## src/rtl/watch_tick_ctrl.sv

```systemverilog
// Upstream stage of the watch counter chain. It debounces the run and clear
// buttons, runs the STOP/RUN state machine, and divides clk into single-cycle
// tick pulses. It also emits a one-cycle clear request.
module watch_tick_ctrl #(
  parameter int unsigned DIV        = 40000000,
  parameter int unsigned FAST_DIV   = 400000,
  parameter int unsigned CNT_W      = 26,
  parameter int unsigned DEB_CYCLES = 1000000,
  parameter int unsigned DEB_W      = 20
) (
  input  logic clk,
  input  logic rst,
  input  logic btn_run,
  input  logic btn_clr,
  input  logic fast,
  output logic tick,
  output logic running,
  output logic clr_pulse
);

  // Button lanes: index 0 = run, index 1 = clear
  localparam int unsigned NB = 2;
  localparam int unsigned BTN_RUN = 0;
  localparam int unsigned BTN_CLR = 1;

  localparam logic [DEB_W-1:0] DEB_LAST = DEB_W'(DEB_CYCLES - 1);
  localparam logic [CNT_W-1:0] DIV_M1   = CNT_W'(DIV - 1);
  localparam logic [CNT_W-1:0] FAST_M1  = CNT_W'(FAST_DIV - 1);

  typedef enum logic {
    STOP = 1'b0,
    RUN  = 1'b1
  } state_t;

  logic [NB-1:0]    raw;
  logic [NB-1:0]    sync1;
  logic [NB-1:0]    sync2;
  logic [NB-1:0]    deb;
  logic [NB-1:0]    deb_d;
  logic [DEB_W-1:0] deb_cnt [NB];
  logic [NB-1:0]    press;

  state_t           state;
  state_t           state_nx;
  logic [CNT_W-1:0] presc;
  logic [CNT_W-1:0] presc_nx;
  logic [CNT_W-1:0] limit_m1;
  logic             wrap;
  logic             tick_nx;
  logic             clr_nx;
  logic             run_press;
  logic             clr_press;

  assign raw = {btn_clr, btn_run};

  // Two-flop synchroniser for the asynchronous button inputs
  always_ff @(posedge clk or posedge rst) begin
    if (rst) begin
      sync1 <= '0;
      sync2 <= '0;
    end else begin
      sync1 <= raw;
      sync2 <= sync1;
    end
  end

  // Debounce: a level change must be seen on DEB_CYCLES consecutive cycles, and any bounce restarts the count
  always_ff @(posedge clk or posedge rst) begin
    if (rst) begin
      deb   <= '0;
      deb_d <= '0;
      for (int i = 0; i < NB; i++) begin
        deb_cnt[i] <= '0;
      end
    end else begin
      deb_d <= deb;
      for (int i = 0; i < NB; i++) begin
        if (sync2[i] == deb[i]) begin
          deb_cnt[i] <= '0;
        end else if (deb_cnt[i] == DEB_LAST) begin
          deb[i]     <= ~deb[i];
          deb_cnt[i] <= '0;
        end else begin
          deb_cnt[i] <= deb_cnt[i] + DEB_W'(1);
        end
      end
    end
  end

  // Single-cycle press on the debounced rising edge; release is ignored
  always_comb begin
    press     = deb & ~deb_d;
    run_press = press[BTN_RUN];
    clr_press = press[BTN_CLR];
    limit_m1  = fast ? FAST_M1 : DIV_M1;
  end

  // State register plus registered outputs
  always_ff @(posedge clk or posedge rst) begin
    if (rst) begin
      state     <= STOP;
      presc     <= '0;
      tick      <= 1'b0;
      running   <= 1'b0;
      clr_pulse <= 1'b0;
    end else begin
      state     <= state_nx;
      presc     <= presc_nx;
      tick      <= tick_nx;
      running   <= (state_nx == RUN);
      clr_pulse <= clr_nx;
    end
  end

  // Next state, prescaler and outputs; clear wins over run, and a tick is dropped when the next state is STOP
  always_comb begin
    state_nx = state;
    presc_nx = presc;
    wrap     = 1'b0;
    tick_nx  = 1'b0;
    clr_nx   = 1'b0;

    if (clr_press) begin
      state_nx = STOP;
      clr_nx   = 1'b1;
    end else if (run_press) begin
      state_nx = (state == RUN) ? STOP : RUN;
    end

    // >= lets a count already past the fast limit wrap at once when fast goes high
    if (state == RUN) begin
      if (presc >= limit_m1) begin
        presc_nx = '0;
        wrap     = 1'b1;
      end else begin
        presc_nx = presc + CNT_W'(1);
      end
    end

    if (clr_press) begin
      presc_nx = '0;
    end

    tick_nx = wrap && (state_nx == RUN);
  end

endmodule

```

## config.mk

```make
export PLATFORM = sky130hd
export DESIGN_NAME = watch_tick_ctrl
export DESIGN_NICKNAME = d
export VERILOG_FILES = /design/src/rtl/watch_tick_ctrl.sv
export SDC_FILE = /design/constraint.sdc
export NUM_CORES = 1
export LEC_CHECK = 0
export CAP_MARGIN = 15
export CORE_MARGIN = 2
export CORE_UTILIZATION = 63
export DETAILED_ROUTE_END_ITERATION = 8
export DONT_BUFFER_PORTS = 1
export PLACE_DENSITY = 0.89
export SETUP_SLACK_MARGIN = 0.5
export SLEW_MARGIN = 20
export SYNTH_ARGS = -nofsm -noshare
export SYNTH_HDL_FRONTEND = slang
export SYNTH_SLANG_ARGS = --single-unit
```

## constraint.sdc

```tcl
create_clock -name clk -period 3.1 [get_ports clk]
set_clock_uncertainty 0.1 [all_clocks]
set_input_delay 0.31 -clock clk [delete_from_list [all_inputs] [get_ports clk]]
set_output_delay 0.31 -clock clk [all_outputs]
set_load 0.05 [all_outputs]
```

==> results.cfg <==
[worst_setup_path]
crit_type = flip-flop to flip-flop
startpoint_type = flip-flop
reg2reg_from = presc[14]$_DFFE_PP0P_
crit_fanout = 13
rrSetupSlack_ps = 550
cp.arrival_ps = 2680
crit_family = compound AO/OA/AOI/OAI gates
path_buf_inv = 1
cp_slowest_stage_delay_ps = 500
reg2reg_to = presc[17]$_DFFE_PP0P_
cp-end-kind = flip-flop
worstPathRequired_ps = 3230
cp_slowest_cell = or4_4
reg2reg_depth = 8
crit_chain = ha_1 -> nand2_1 -> or4_4 -> a2111oi_4 -> nor3_4 -> buf_4 -> a21o_1 -> a22o_1

[layout]
multi_input_area_mm2 = 0.001951
final_util = 0.7245
diodes = 0
fin_nets = 429
finalNonFillerCells = 493
regArea_mm2 = 0.001928
drive_gt1_frac = 0.1053
fill_cells = 401
syn2layout_area_growth_pct = 10.30

[timing]
setup_viol = 0
setup_slack_ps = 553.0
min_period_ps = 2547
relSlewSlack = 0.4798
grt_setup_unrepaired = true
finalSetupTns_ps = 0
fin_crit_sh = 0.8216
hold_viol = 0
report.final.slew_viol_count = 0
worst_pin_slew_ps = 774.3
whs_ps = 254.8
fmax_ghz = 0.3926

[clock_network]
cts_tree = yes
numCtsBuffers = 9
cts.sink_count = 77
cts-root-buf = clkbuf_8
htreeDepth = 3
clkTransAtPathRegs_ps = 80
clockBufferDepth = 2
worstSkewPairLatency_ps = 350

[place]
portBuffers = 0
place_inst = 470
dpl.hpwl_um = 5103
place_ws_ps = 297.6
place_congestion = 0.8112

[synthesis]
synth_top_family_by_area = simple AND/OR/NAND/NOR gates
yosysUniqueCellTypes = 43
syn_area_mm2 = 0.003935
synth_flop_cell = dfrtp_1
synth_edf_count = 0
synth_common_cells = 77 x dfrtp_1, 63 x nor2_1, 46 x nand2_1
synth_mux_area_frac = 0.01844
synth_fa_ha_area_frac = 0.03498
synthCells = 401
synth_top_cell_by_area = dfrtp_1
synth.most_common_cell = dfrtp_1
ys_warn_count = 0
synth_compound_area_frac = 0.08553
synth_xor_area_frac = 0.08680
ys_ff_latch = 77
async_flop_share = 1.000
synth_top_area_frac = 0.4897
synth_nets = 417
avgSynthCellArea_um2 = 9.813
yosysSeqAreaShare = 0.4897
yosys.area_share.simple = 0.2598
synth.area.top_cells = dfrtp_1 49%, nor2_1 6.0%, xor2_1 5.8%

[die]
initial_utilization = 0.6569
fp.dieW_um = 83.03
fp.dieH_um = 83.03
num_io_pins = 8
dieArea_mm2 = 0.006894
core-area_mm2 = 0.005991
rows = 28

[global_route]
grt_max_degree = 78
track_usage = 0.2479
grt_pass1_wl_um = 13740
antenna_found_initial = 0
grt-ovfl-total = 0
grt_pass1_vias = 3005

[job]
drv_cap = 0

[power]
p_seq_frac = 0.528
power_density_mw_per_mm2 = 445.2
irDropWorstVdd_mv = 0.4107
p_switching_mw = 0.4218
leakagePower_nw = 1.869
clock_power_share = 0.440
comb_power_share = 0.032
switching_share = 0.2183
p_int_mw = 1.511

[hold_path]
hold_path.class = flip-flop to flip-flop
min_to = sync2[0]$_DFF_PP0_
whs_path_depth = 0
worst_hold_startpoint = sync1[0]$_DFF_PP0_

[detailed_routing]
wl_um = 8185
dr.pass1.iters = 5
drt-vias-per-instance = 6.245
avgRoutedWirePerCell_um = 16.60
antenna_left = 0
vias = 3079
drtIter0Drc = 204
drc_errors = 0

[run_status]
status = complete, no violations
-- per-layer routing --
| metal | up-vias | GRT usage | wire [um] |
|---|---|---|---|
| li1 | 1447 | - | - |
| met1 | 1495 | 0.3139 | 3400 |
| met2 | 112 | 0.3952 | 4096 |
| met3 | 25 | 0.05368 | 442 |
| met4 | 0 | 0.1416 | 246 |
| met5 | - | 0 | 0 |
-- through the flow --
step | instance area (um^2) | power (mW)
after global routing | 4340 | 1.998
after CTS | 4288 | 1.945
final | 4340 | 1.933
after global placement | 4018 | 1.095
after floorplan | 3935 | 1.082
after detailed placement | 4018 | 1.099
-- state kept, by name (all words and copies together) (netlist names), 2 cells and up --
signal and cells:
deb 2, presc 26, deb_d 2, sync2 2, deb_cnt 40, sync1 2
-- final cells by class --
class	count	share of cell area
Inverter	8	0.006918
Timing Repair Buffer	12	0.02623
Tap cell	75	0.02162
Clock inverter	5	0.01903
Sequential cell	77	0.4442
Clock buffer	11	0.03257
Multi-Input combinational cell	305	0.4494
-- power groups by stage --
stage	clock network (mW)	logic [mW]	registers (mW)
5_1_grt	0.904	0.0724	1.02
6_report	0.850	0.0615	1.02
3_3_place_gp	0	0.0556	1.04
4_1_cts	0.863	0.0620	1.02
2_1_floorplan	0	0.0430	1.04
3_5_place_dp	0	0.0579	1.04
-- logic make-up after synthesis --
kind of cell / Yosys count
muxes: 7
DFF: 77
xor gates and xnor gates: 39
adders and majority gates: 11
buffers and inverters: 19
and+or+nand+nor: 208
AOI/OAI and AO/OA: 40
-- repair_timing --
item                       in CTS  in global routing
gates resized for setup         2                  6
hold endpoints to repair       79                  0
buffers inserted                1                  3
gates cloned                    0                  0
pin swaps                       2                  0
hold buffers                    3                  0
setup endpoints to repair      21                 20
-- cells in the final DEF (no fill, tap or decap), types with 4 or more instances in the layout --
cell type   n
nand2_1    46
nor2_1     62
xnor2_1    13
mux2i_1     5
nor3_1      6
nand3_1    43
dfrtp_1    76
nand4_1    13
a21o_1      5
ha_1       10
xor2_1     26
buf_4       7
a22o_1      6
and3_1     11
a21oi_1     4
o311ai_1   13
inv_1       7
clkbuf_8   10
or2_2       5
-- worst max-delay path by stage --
stage | startpoint | endpoint | slack, ps | cells after the start
floorplan | rst | clr_pulse$_DFF_PP0_ | 720 | 1
global placement | presc[22]$_DFFE_PP0P_ | presc[19]$_DFFE_PP0P_ | 460 | 8
detailed placement | presc[14]$_DFFE_PP0P_ | presc[11]$_DFFE_PP0P_ | 300 | 8
CTS | presc[14]$_DFFE_PP0P_ | presc[21]$_DFFE_PP0P_ | 540 | 8
global route | presc[14]$_DFFE_PP0P_ | presc[14]$_DFFE_PP0P_ | 410 | 7
finish | presc[14]$_DFFE_PP0P_ | presc[17]$_DFFE_PP0P_ | 550 | 8
Note: power is estimated with default switching activity, not from simulation.
